[config.mk]
export PLATFORM = sky130hd
export DESIGN_NAME = decoder38_hold
export DESIGN_NICKNAME = d
export VERILOG_FILES = /design/src/rtl/decoder38_pkg.sv /design/src/rtl/decoder38_hold_counter.sv /design/src/rtl/decoder38_hold.sv
export SDC_FILE = /design/constraint.sdc
export NUM_CORES = 1
export LEC_CHECK = 0
export ABC_CLOCK_PERIOD_IN_PS = 1900
export BUFFER_PORTS_ARGS = -buffer_cell sky130_fd_sc_hd__buf_2
export CAP_MARGIN = 0
export CORE_MARGIN = 4
export CORE_UTILIZATION = 47
export CTS_CLUSTER_SIZE = 20
export DETAILED_ROUTE_END_ITERATION = 6
export PLACE_DENSITY_LB_ADDON = 0.3
export SYNTH_ARGS = -nofsm -noshare
export SYNTH_HDL_FRONTEND = slang
export SYNTH_SLANG_ARGS = --single-unit
[constraint.sdc]
create_clock -name iClk -period 1.9 [get_ports iClk]
set_input_delay 0.19 -clock iClk [delete_from_list [all_inputs] [get_ports iClk]]
set_output_delay 0.19 -clock iClk [all_outputs]
set_load 0.03 [all_outputs]
[src/rtl/decoder38_pkg.sv]
// Shared types and helpers for the registered 3-to-8 decoder.
// Optional scan sequencer is enabled by DECODER38_SCAN_EN.
package decoder38_pkg;

   typedef enum logic {
      IDLE = 1'b0,
      HOLD = 1'b1
   } state_e;

   localparam logic [7:0] DATA_INACTIVE_AL = 8'hFF;
   localparam logic [7:0] DATA_INACTIVE_AH = 8'h00;

   function automatic logic [7:0] onehot8(
      input logic [2:0] code,
      input logic       active_low
   );
      logic [7:0] v;
      v = 8'h01 << code;
      return active_low ? ~v : v;
   endfunction

   function automatic int unsigned cnt_width(
      input int unsigned hold
   );
      int unsigned w;
      w = $clog2(hold + 1);
      return (w == 0) ? 1 : w;
   endfunction

endpackage

[src/rtl/decoder38_hold_counter.sv]
// Loadable down-counter with zero flag, used to time the decoder hold.
// Saturates at zero so an extra decrement never wraps.
module hold_counter #(
   parameter int unsigned W = 2
) (
   input  logic         clk,
   input  logic         rst,
   input  logic         load,
   input  logic [W-1:0] load_val,
   input  logic         dec,
   output logic         zero
);

   logic [W-1:0] cnt_q;
   logic [W-1:0] cnt_d;

   always_comb begin
      cnt_d = cnt_q;
      if (load) begin
         cnt_d = load_val;
      end else if (dec && (cnt_q != '0)) begin
         cnt_d = cnt_q - 1'b1;
      end
   end

   always_ff @(posedge clk) begin
      if (rst) begin
         cnt_q <= '0;
      end else begin
         cnt_q <= cnt_d;
      end
   end

   assign zero = (cnt_q == '0);

endmodule

[src/rtl/decoder38_hold.sv]
// Registered 3-to-8 decoder holding each code for a minimum cycle count.
// Define DECODER38_SCAN_EN to add the iScan self-sequencing mode.
module decoder38_hold
   import decoder38_pkg::*;
#(
   parameter int unsigned HOLD_CYCLES = 4,
   parameter bit          ACTIVE_LOW  = 1'b1
) (
   input  logic       iClk,
   input  logic       iRst,
   input  logic [2:0] iData,
   input  logic       iEI,
   input  logic       iValid,
`ifdef DECODER38_SCAN_EN
   input  logic       iScan,
`endif
   output logic       oReady,
   output logic [7:0] oData,
   output logic [2:0] oCode,
   output logic       oEO,
   output logic       oBusy
);

   localparam int unsigned CW = cnt_width(HOLD_CYCLES);
   localparam int unsigned LOAD_INT =
      (HOLD_CYCLES == 0) ? 0 : HOLD_CYCLES - 1;
   localparam logic [CW-1:0] LOAD_VAL = CW'(LOAD_INT);
   localparam logic [7:0] DATA_OFF =
      ACTIVE_LOW ? DATA_INACTIVE_AL : DATA_INACTIVE_AH;

   state_e     state_q, state_d;
   logic [7:0] data_q, data_d;
   logic [2:0] code_q, code_d;
   logic       eo_q, eo_d;
   logic       cnt_load;
   logic       cnt_zero;
   logic       idle_free;

`ifdef DECODER38_SCAN_EN
   logic [2:0] scan_q, scan_d;
   // Scan pre-empts the handshake only when a new code could be issued.
   assign idle_free = (state_q == IDLE) && !iScan;
`else
   assign idle_free = (state_q == IDLE);
`endif

   always_comb begin
      state_d  = state_q;
      data_d   = data_q;
      code_d   = code_q;
      eo_d     = eo_q;
      cnt_load = 1'b0;
`ifdef DECODER38_SCAN_EN
      scan_d   = scan_q;
`endif
      unique case (state_q)
         IDLE: begin
`ifdef DECODER38_SCAN_EN
            if (iScan) begin
               code_d   = scan_q;
               eo_d     = 1'b0;
               data_d   = onehot8(scan_q, ACTIVE_LOW);
               scan_d   = scan_q + 3'd1;
               cnt_load = 1'b1;
               state_d  = HOLD;
            end else
`endif
            if (iValid) begin
               code_d   = iData;
               eo_d     = iEI;
               data_d   = iEI ? DATA_OFF
                              : onehot8(iData, ACTIVE_LOW);
               cnt_load = 1'b1;
               state_d  = HOLD;
            end
         end
         HOLD: begin
            if (cnt_zero) begin
               state_d = IDLE;
            end
         end
         default: state_d = IDLE;
      endcase
   end

   always_ff @(posedge iClk) begin
      if (iRst) begin
         state_q <= IDLE;
         data_q  <= DATA_OFF;
         code_q  <= 3'b000;
         eo_q    <= 1'b1;
      end else begin
         state_q <= state_d;
         data_q  <= data_d;
         code_q  <= code_d;
         eo_q    <= eo_d;
      end
   end

`ifdef DECODER38_SCAN_EN
   always_ff @(posedge iClk) begin
      if (iRst) begin
         scan_q <= 3'd0;
      end else begin
         scan_q <= scan_d;
      end
   end
`endif

   hold_counter #(
      .W(CW)
   ) u_hold (
      .clk     (iClk),
      .rst     (iRst),
      .load    (cnt_load),
      .load_val(LOAD_VAL),
      .dec     (state_q == HOLD),
      .zero    (cnt_zero)
   );

   assign oReady = idle_free;
   assign oBusy  = (state_q == HOLD);
   assign oData  = data_q;
   assign oCode  = code_q;
   assign oEO    = eo_q;

endmodule

## Word level (Yosys, flattened, before mapping)

Index checks and enable logic that the tools add are counted.

- Add/subtract/negate cells: 1
- Shift operators: 1
- Multiplexer cells: 7
- Bitwise operators: 2
- Reduce and logical (&&, ||, !) cells: 6

Operators by type and width:

| operator | number |
|---|---|
| 8-bit 2-to-1 mux | 1 |
| 8-bit NOT | 1 |
| 1-bit by 3-bit left shift with 8-bit output (first input constant) | 1 |
| 2-bit 2-to-1 mux | 2 |
| 3-bit zero test | 1 |
| 1-bit 2-to-1 mux | 3 |
| 3-bit nonzero test | 1 |
| 3-bit by 1-bit subtractor with 3-bit output (second input constant) | 1 |
| 1-bit case mux with 2 select lines | 1 |
| 2-bit AND reduction | 1 |
| 2-bit nonzero test | 1 |
| 2-bit OR reduction | 1 |
| 1-bit logical AND | 1 |
| 1-bit NOT | 1 |

- Bits in registers: 16
- Input bits: 7
- Output and inout port bits: 14
- Logic and storage cells: 23

## Longest topological paths before layout

Gate-level depths: netlist (run 1).

- Depth in word-level cells: 4
- Depth in mapped cells: 5
- Mapped depth without buffers: 5

## By module

A second synthesis (run 1) with hierarchy kept.

- Cell total of the unflattened synthesis: 68
- Area total of the unflattened synthesis: 666.9 um2

Modules (own cells, without submodules):

| module | times used | cells an instance | area an instance (um2) | seq. area each (um2) |
|---|---|---|---|---|
| decoder38_hold | 1 | 47 | 484.2 | 260.2 |
| hold_counter | 1 | 21 | 182.7 | 60.1 |

## Least setup slack after synthesis (run 1)

OpenSTA, ideal clock, no wires.

- Path type: flip-flop to flip-flop
- Start point: reg state_q, in the netlist oBusy
- End point: reg data_q[4], in the netlist oData[4]
- Library setup time: 122 ps
- Arrival: 1223 ps
- Data required time: 1778 ps
- Path slack: 555 ps
- Cell stages (with the launch flop): 5
- Path buffers: 1
- Clock period less this slack: 1345 ps
- Cell sequence: dfxtp_1 > nor2b_2 > buf_6 > or2_4 > o32a_1

- Longest elaborated chain between the ends: 2

RTL lines:

| item | line | text |
|---|---|---|
| from (decl) | decoder38_hold.sv:31 | `state_e state_q, state_d;` |
| from (signal assigned) | decoder38_hold.sv:93 | `state_q <= state_d;` |
| 1-bit NOT (no source line) | n/a |  |
| 2-bit AND reduction (no source line) | n/a |  |
| to (signal assigned) | decoder38_hold.sv:94 | `data_q <= data_d;` |
| to (decl) | decoder38_hold.sv:32 | `logic [7:0] data_q, data_d;` |

Every way passes these cells.
A chain may end at the register's enable or synchronous reset.

## Worst setup path after layout (run 1)

- Start point: reg state_q, in the netlist oBusy
- End point: reg eo_q, in the netlist oEO

- Longest elaborated chain between the ends: 2

RTL lines:

| item | line | text |
|---|---|---|
| 1-bit NOT (no source line) | n/a |  |
| 2-bit AND reduction (no source line) | n/a |  |
| to (signal assigned) | decoder38_hold.sv:96 | `eo_q <= eo_d;` |
| to (decl) | decoder38_hold.sv:34 | `logic eo_q, eo_d;` |

Every way passes these cells.

==> flow_summary.toml, run 1 <==
[outcome]
status = "finished, final reports clean"

[worst_setup_path]
timing.rr.start = "oBusy"
arrival_ps = 1570
critical_path_class = "register to register"
ff2ff_path_depth = 3
r2r-end = "oEO"
cp-end-kind = "register"
start_kind = "register"
worst-path-max-fanout = 11
required_ps = 2080
reg2reg_setup_slack_ps = 510

[synth]
syn_inst = 61
async_flop_share_pct = 0
synth_flop_cell = "dfxtp_1"
ys_types = 21
synth_edf_count = 0
seq_area_frac_synth_pct = 50.9
yosys_warnings = 0
postSynthAreaPerCell_sq_um = 10.3
ys_ff_latch = 16
syn_area_sq_um = 629
synthesis.nets = 70

[drt]
wirelength_microns = 1280
ant_nets = 0
dr.pass1.iters = 4
viasPerCell = 5.42
drc = 0
vias = 526
wl_per_cell_microns = 13.2
drt_iter0_markers = 8

[min_path]
min_from = "iEI"
holdPathEnd = "oEO"
hp-class = "primary input to register"
worstHoldPathCells = 2

[global_routing]
antenna_found_initial = 0
grt_pass1_vias = 476
grt_overflow = 0
grt.total_usage_pct = 14.3
grt_start_max_net_pins = 14
grt_pass1_wl_microns = 2070

[clock_tree]
htree_num_levels = 1
tritoncts = "built"
cts_buffers = 3
hold_buffers = 0
cts-root-buf = "clkbuf_4"
clkSinkCount = 16
clk_pin_slew_ps = 90
clkLatencyLatePin_ps = 290
post_cts_resized = 0
clk_path_buf_depth = 2
postCtsSetupRepairBufs = 0

[die]
start_util_pct = 53.1
die-area_sq_um = 1990
io_pins = 21
coreArea_sq_um = 1190
die_y_microns = 44.6
die_w_microns = 44.6
rows = 12

[final_layout]
fill_cells = 113
fin_nets = 93
diodes = 0
stdcell_area_sq_um = 768
layout-drive-gt1-share_pct = 34.9
syn_to_final_growth_pct = 22.1

[timing]
tightestPinTransition_ps = 442
rsz0062_at_grt = "false"
hold_viol_final = 0
clock.fmax_mhz = 717
skew_ps = 4.58
maxSlewHeadroom_pct = 70.4
tns_ps = 0
maxSlewViolCount = 0
finalCritPeriodShare_pct = 73.4
fin_crit_ps = 1390
setup_viol = 0

[power_and_ir_drop]
pwr_density_cell_nw_per_um2 = 911
vdd_drop_max_mv = 0.535
leakagePower_uw = 0.000334
power_uw = 700

[flow_run]
maxCapViolCount = 0

[place]
place_hpwl_microns = 975
routabilityCongestion = 0.778
io_buffers = 20
place_area_sq_um = 732
[layer usage]
| metal | share of wire [%] | global-route usage [%] | vias to the layer above |
|---|---|---|---|
| met4 | 2.1 | 9.04 | 0 |
| met5 | 0 | 0 | - |
| li1 | - | - | 262 |
| met1 | 41 | 15.9 | 237 |
| met2 | 50 | 24.1 | 21 |
| met3 | 7.0 | 3.66 | 6 |
[power breakdown]
part / leakage, uW / internal [uW] / total, uW / switching (uW)
logic: 0.000182 / 41.3 / 116 / 74.5
clock network: 0.0000210 / 117 / 224 / 107
registers: 0.000131 / 351 / 361 / 9.13
total: 0.000334 / 510 / 700 / 191
[layout by cell type (no fill, tap or decap)]
master / count
clkbuf_8: 1
or2_4: 1
nor4b_2: 1
a31oi_1: 4
nand2b_1: 1
and2b_2: 1
buf_2: 20
a211o_1: 1
a221oi_1: 1
nor2b_2: 1
nor3_1: 4
o32a_1: 4
and2b_1: 1
mux2i_1: 4
a21oi_1: 2
inv_1: 5
dfxtp_1: 16
nor2_1: 7
ha_1: 2
nand2_1: 2
clkbuf_4: 3
a31o_2: 1
[stage by stage]
step / hold slack [ps] / setup slack, ps / std cells / utilization (%)
floorplan: 297 / 555 / 61 / -
global placement: 421 / 555 / 93 / 61.7
detailed placement: 444 / 508 / 93 / 61.7
CTS: 139 / 493 / 97 / 64.8
global route: 138 / 360 / 97 / 64.8
finish: 140 / 506 / 97 / 64.8
[Yosys cell counts (all sizes together), types with 2 or more instances]
| cell type | count | area (sq um) |
|---|---|---|
| a21oi | 2 | 10.0 |
| nor2 | 7 | 26.3 |
| nor3 | 4 | 20.0 |
| mux2i | 4 | 40.0 |
| a31oi | 4 | 25.0 |
| and2b | 2 | 16.3 |
| ha | 2 | 25.0 |
| nand2 | 2 | 7.51 |
| dfxtp | 16 | 320 |
| inv | 5 | 18.8 |
| o32a | 4 | 40.0 |
[worst max-delay path, stage by stage (launching register included)]
cell and delay, ps:
dfxtp_1 380, nor2b_2 400, and2b_1 240, a211o_1 260
[area by class of cell]
class	count	area, sq um	share of cell area (%)
repair buffers	20	100	13.0
inverters	5	18.8	2.44
clock buffers	4	36.3	4.72
well taps	14	17.5	2.28
multi-input cells	38	275	35.8
flip-flops and latches	16	320	41.7
[state kept, by name, summed over array words and instances (netlist names)]
register and count:
oBusy 1, oCode 3, oData 8, oEO 1
u_hold.cnt_q 3
[how the worst max path moves through the flow]
stage / startpoint / to / slack (ps) / cells past startpoint
2_1_floorplan: oBusy / oData[4] / 550 / 4
3_3_place_gp: oBusy / oEO / 550 / 3
3_5_place_dp: oBusy / oEO / 510 / 3
4_1_cts: oBusy / oEO / 490 / 3
5_1_grt: oBusy / u_hold.cnt_q[0] / 360 / 3
6_report: oBusy / oEO / 510 / 3
[logic make-up (layout without fill, tap and decap cells)]
logic type / count (synthesis) / in the layout / share of synthesized area (%)
fa+ha+maj: 2 / 2 / 3.98
flops: 16 / 16 / 50.9
compound gates: 13 / 13 / 16.1
simple gates: 19 / 19 / 17.3
buf+inv: 7 / 29 / 5.37
mux: 4 / 4 / 6.36
No activity file was read; power rests on OpenSTA's default activity.
==> run 2, diff against run 1 <==
ABC_AREA = 1   (was default)
ABC_CLOCK_PERIOD_IN_PS = 1400   (was 1900)
clock period = 1.4 ns   (was 1.9 ns; I/O delays follow)
==> run 2 against run 1 <==
Net effect:
- register-to-register slack got worse by 230 ps
- sequential cell count did not move
- worst hold slack got worse by 35 ps
- critical path type is now register to output port
- largest cell class is now multi-input combinational cells
==> flow_summary.toml, run 2 <==
[place]
pre_cts_ws_ps = 317
routabilityCongestion = 0.851
place_hpwl_microns = 996
io_buffers = 20

[die]
io_pins = 21
coreArea_sq_um = 1350
die_y_microns = 46.6
die_w_microns = 46.6
die-area_sq_um = 2180
rows = 13
start_util_pct = 52.0

[drt]
drc = 0
ant_nets = 0
vias = 597
dr.pass1.iters = 4
wl_per_cell_microns = 10.3
wirelength_microns = 1290
drt_iter0_markers = 2
viasPerCell = 4.78

[clock_tree]
clkSinkCount = 16
clk_pin_slew_ps = 90
tritoncts = "built"
clkLatencyLatePin_ps = 290
cts_buffers = 3
clk_path_buf_depth = 2
hold_buffers = 0
htree_num_levels = 1
postCtsSetupRepairBufs = 0
post_cts_resized = 0
cts-root-buf = "clkbuf_4"

[synth]
synth_largest_area_cell = "dfxtp_1"
synth_edf_count = 0
syn_area_sq_um = 702
ys_ff_latch = 16
yosys-top-cells-area = "dfxtp_1, nor2_1, nand2_1, a21oi_1, nand2_8"
seq_area_frac_synth_pct = 45.6
synth_most_common_cell = "nor2_1"
synth_flop_cell = "dfxtp_1"
postSynthAreaPerCell_sq_um = 8.07
ys_types = 16
yosys_warnings = 0
syn_inst = 87
synth_common_cells = "nor2_1, dfxtp_1, nand2_1"
synth.top_cell.area_share_pct = 45.6
synthesis.nets = 96
async_flop_share_pct = 0

[timing]
rsz0062_at_grt = "false"
setup_viol = 0
fin_crit_ps = 1190
hold_viol_final = 0
finalCritPeriodShare_pct = 85.2
maxSlewHeadroom_pct = 83.3
skew_ps = 7.32
setup_ws_ps = 207
tns_ps = 0
maxSlewViolCount = 0
tightestPinTransition_ps = 251
clock.fmax_mhz = 838

[final_layout]
largest_reg_flops = 8
diodes = 0
final_common_cell = "buf_2"
layout-drive-gt1-share_pct = 32.7
final_cell_mix = "buf_2, nor2_1, dfxtp_1"
syn_to_final_growth_pct = 20.1
fin_util_pct = 62.5
fin_nets = 121

[worst_setup_path]
crit_start = "oBusy"
critical_path_class = "register to output port"
arrival_ps = 1050
start_kind = "register"
required_ps = 1260
cp-end-kind = "output port"
timing.rr.start = "u_hold.cnt_q[0]"
worst-path-max-fanout = 7

[min_path]
hp-class = "primary input to register"
min_from = "iRst"

[global_routing]
grt_pass1_wl_microns = 2120
grt_overflow = 0
grt_start_max_net_pins = 11
antenna_found_initial = 0
grt.total_usage_pct = 14.4
grt_pass1_vias = 530

[outcome]
status = "finished, final reports clean"

[power_and_ir_drop]
leakagePower_uw = 0.000386
pwr_density_cell_nw_per_um2 = 1090
vdd_drop_max_mv = 0.605

[flow_run]
maxCapViolCount = 0
## run 2: changes by cell type in the layout (fill, tap and decap cells not counted), sizes merged, moves of 7 or more
| cell | change |
|---|---|
| a21oi | +8 |
| nor2 | +14 |
| nand2 | +16 |
| inv | +7 |
## run 2: path summary, 6_finish.rpt
path	endpoint	slack, ps	cells past startpoint
max	oReady	210	2
min	oBusy	110	2
max reg2reg	u_hold.cnt_q[1]	280	7
min reg2reg	oCode[2]	460	2
## run 2: cell type report
class / instances / area [sq um]
clock buffers: 3 / 22.5
fillers: 124 / 507
inverters: 12 / 50.0
multi-input cells: 59 / 332
flip-flops and latches: 16 / 320
well taps: 15 / 18.8
repair buffers: 20 / 100
## run 2: logic make-up after synthesis
logic type      after synthesis  share of synthesized area (%)
simple gates                 43                           31.9
flops                        16                           45.6
compound gates               14                           11.8
buf+inv                      12                           7.13
fa+ha+maj                     2                           3.56
## run 2: power by group
part	switching, uW	internal (uW)	leakage [uW]	total (uW)
registers	14.4	478	0.000131	492
logic	129	59.7	0.000242	189
clock network	140	100	0.0000138	240
total	283	638	0.000386	921
## run 2: worst max-delay path, cell delays in order, from the launching register on
cell     delay, ps
dfxtp_1        470
inv_2          110
buf_2          190
## run 2: through the flow
stage	cell area, sq um	hold WS, ps	total power, uW	cells
after CTS	843	106	928	125
after floorplan	702	209	642	87
after detailed placement	821	416	694	122
after global routing	843	121	968	125
final	843	106	921	125
after global placement	821	405	687	122
## run 2: metal layers
layer / vias to the layer above / track usage, % / wire, microns
met5: - / 0 / 0
met4: 0 / 11.6 / 41
li1: 319 / - / -
met2: 12 / 22.0 / 614
met3: 5 / 4.69 / 65
met1: 261 / 16.1 / 564
==> run 3, diff against run 2 <==
BUFFER_PORTS_ARGS = default   (was -buffer_cell sky130_fd_sc_hd__buf_2)
DONT_BUFFER_PORTS = 1   (was default)
==> run 3 against run 2 <==
Net effect:
- sequential share of layout area increased by 3.0 points
- clock-buffer cell count increased by 1
- via count decreased by 11%
- critical path type is now register to register
- largest power group unchanged
==> flow_summary.toml, run 3 (synthesis results as in run 2) <==
[timing]
skew_ps = 5.99
rsz0062_at_grt = "false"
finalCritPeriodShare_pct = 77.3
fin_crit_ps = 1080
clock.fmax_mhz = 924
maxSlewViolCount = 0
setup_viol = 0
tns_ps = 0
tightestPinTransition_ps = 350
maxSlewHeadroom_pct = 76.6
setup_ws_ps = 318
hold_viol_final = 0

[final_layout]
fill_cells = 134
finalNonFillerCells = 109
largest_reg_flops = 8
layout-drive-gt1-share_pct = 20.2
diodes = 0
final_common_cell = "nor2_1"
fin_nets = 104
syn_to_final_growth_pct = 11.4
final_cell_mix = "nor2_1, dfxtp_1, nand2_1"
fin_util_pct = 57.9

[power_and_ir_drop]
leakagePower_uw = 0.000339
power_uw = 964
pwr_density_cell_nw_per_um2 = 1230
vdd_drop_max_mv = 0.750

[die]
die_w_microns = 46.6
coreArea_sq_um = 1350
die-area_sq_um = 2180
die_y_microns = 46.6
start_util_pct = 52.0
rows = 13
io_pins = 21

[drt]
dr.pass1.iters = 4
drc = 0
ant_nets = 0
drt_iter0_markers = 7
viasPerCell = 4.89
wirelength_microns = 1310
vias = 533
wl_per_cell_microns = 12.0

[place]
dp_cells = 104
pre_cts_ws_ps = 333
routabilityCongestion = 0.757
place_hpwl_microns = 1020
io_buffers = 0

[worst_setup_path]
cp_common_cell = "nand2_1"
critical_path_class = "register to register"
critPathMaxStageDelay_ps = 350
crit_slowest_cell = "dfxtp_1"
worstPathCellList = "inv_1, ha_1, nand2_1, nand2_1, nand2_1, nor2_1, nor2_1"
arrival_ps = 1320
cp-end-kind = "register"
start_kind = "register"
required_ps = 1630
worst-path-max-fanout = 4

[min_path]
hp-class = "primary input to register"

[clock_tree]
clk_path_buf_depth = 2
cts-root-buf = "clkbuf_4"
clkSinkCount = 16
clk_pin_slew_ps = 90
htree_num_levels = 1
clkLatencyLatePin_ps = 290
post_cts_resized = 0
tritoncts = "built"
cts_buffers = 3

[flow_run]
maxCapViolCount = 0

[global_routing]
antenna_found_initial = 0
grt.total_usage_pct = 14.8
grt_start_max_net_pins = 11
grt_pass1_vias = 531
grt_pass1_wl_microns = 2120
grt_overflow = 0

[outcome]
status = "finished, final reports clean"
run 3: cell type report:
cell class                 instances  area (sq um)  area share (%)
clock buffer                       4          36.3            4.64
inverter                          12          50.0            6.40
multi-input combinational         59           332            42.4
sequential                        16           320            41.0
tap                               15          18.8            2.40
timing repair buffer               3          25.0            3.20
run 3: per-layer routing:
layer	vias to the layer above	share of wire [%]	global-route usage (%)
met5	-	0	0
met3	4	7.2	5.47
met2	13	53	25.5
met4	0	2.5	9.94
met1	230	37	14.5
li1	286	-	-
run 3: worst max-delay path: cells and delay by family, from the launching register on:
| family | cells | cell delay (ps) |
|---|---|---|
| and+or+nand+nor | 5 | 400 |
| DFF | 1 | 350 |
| adders and majority gates | 1 | 200 |
| buffers and inverters | 1 | 70 |
run 3: path summary, 6_finish.rpt:
| kind | startpoint | to | slack [ps] | cells after the start |
|---|---|---|---|---|
| max | u_hold.cnt_q[0] | u_hold.cnt_q[0] | 320 | 7 |
| min | iData[2] | oCode[2] | 10 | 2 |
| max reg2reg | u_hold.cnt_q[0] | u_hold.cnt_q[0] | 320 | 7 |
| min reg2reg | u_hold.cnt_q[0] | u_hold.cnt_q[0] | 500 | 2 |
run 3: stage by stage:
stage,hold WS [ps],area [sq um]
after floorplan,209,702
after global placement,213,736
after detailed placement,217,736
after CTS,2.28,782
after global routing,18.2,782
final,12.2,782
run 3: power breakdown:
group / switching (uW) / total, uW / internal (uW)
registers: 35.1 / 513 / 478
logic: 98.3 / 150 / 51.6
clock network: 143 / 301 / 158
run 3: timing repair:
item | 4_1_cts | 5_1_grt
hold endpoints to repair | 1 | 0
hold buffers | 1 | 0
setup buffers | 0 | 0
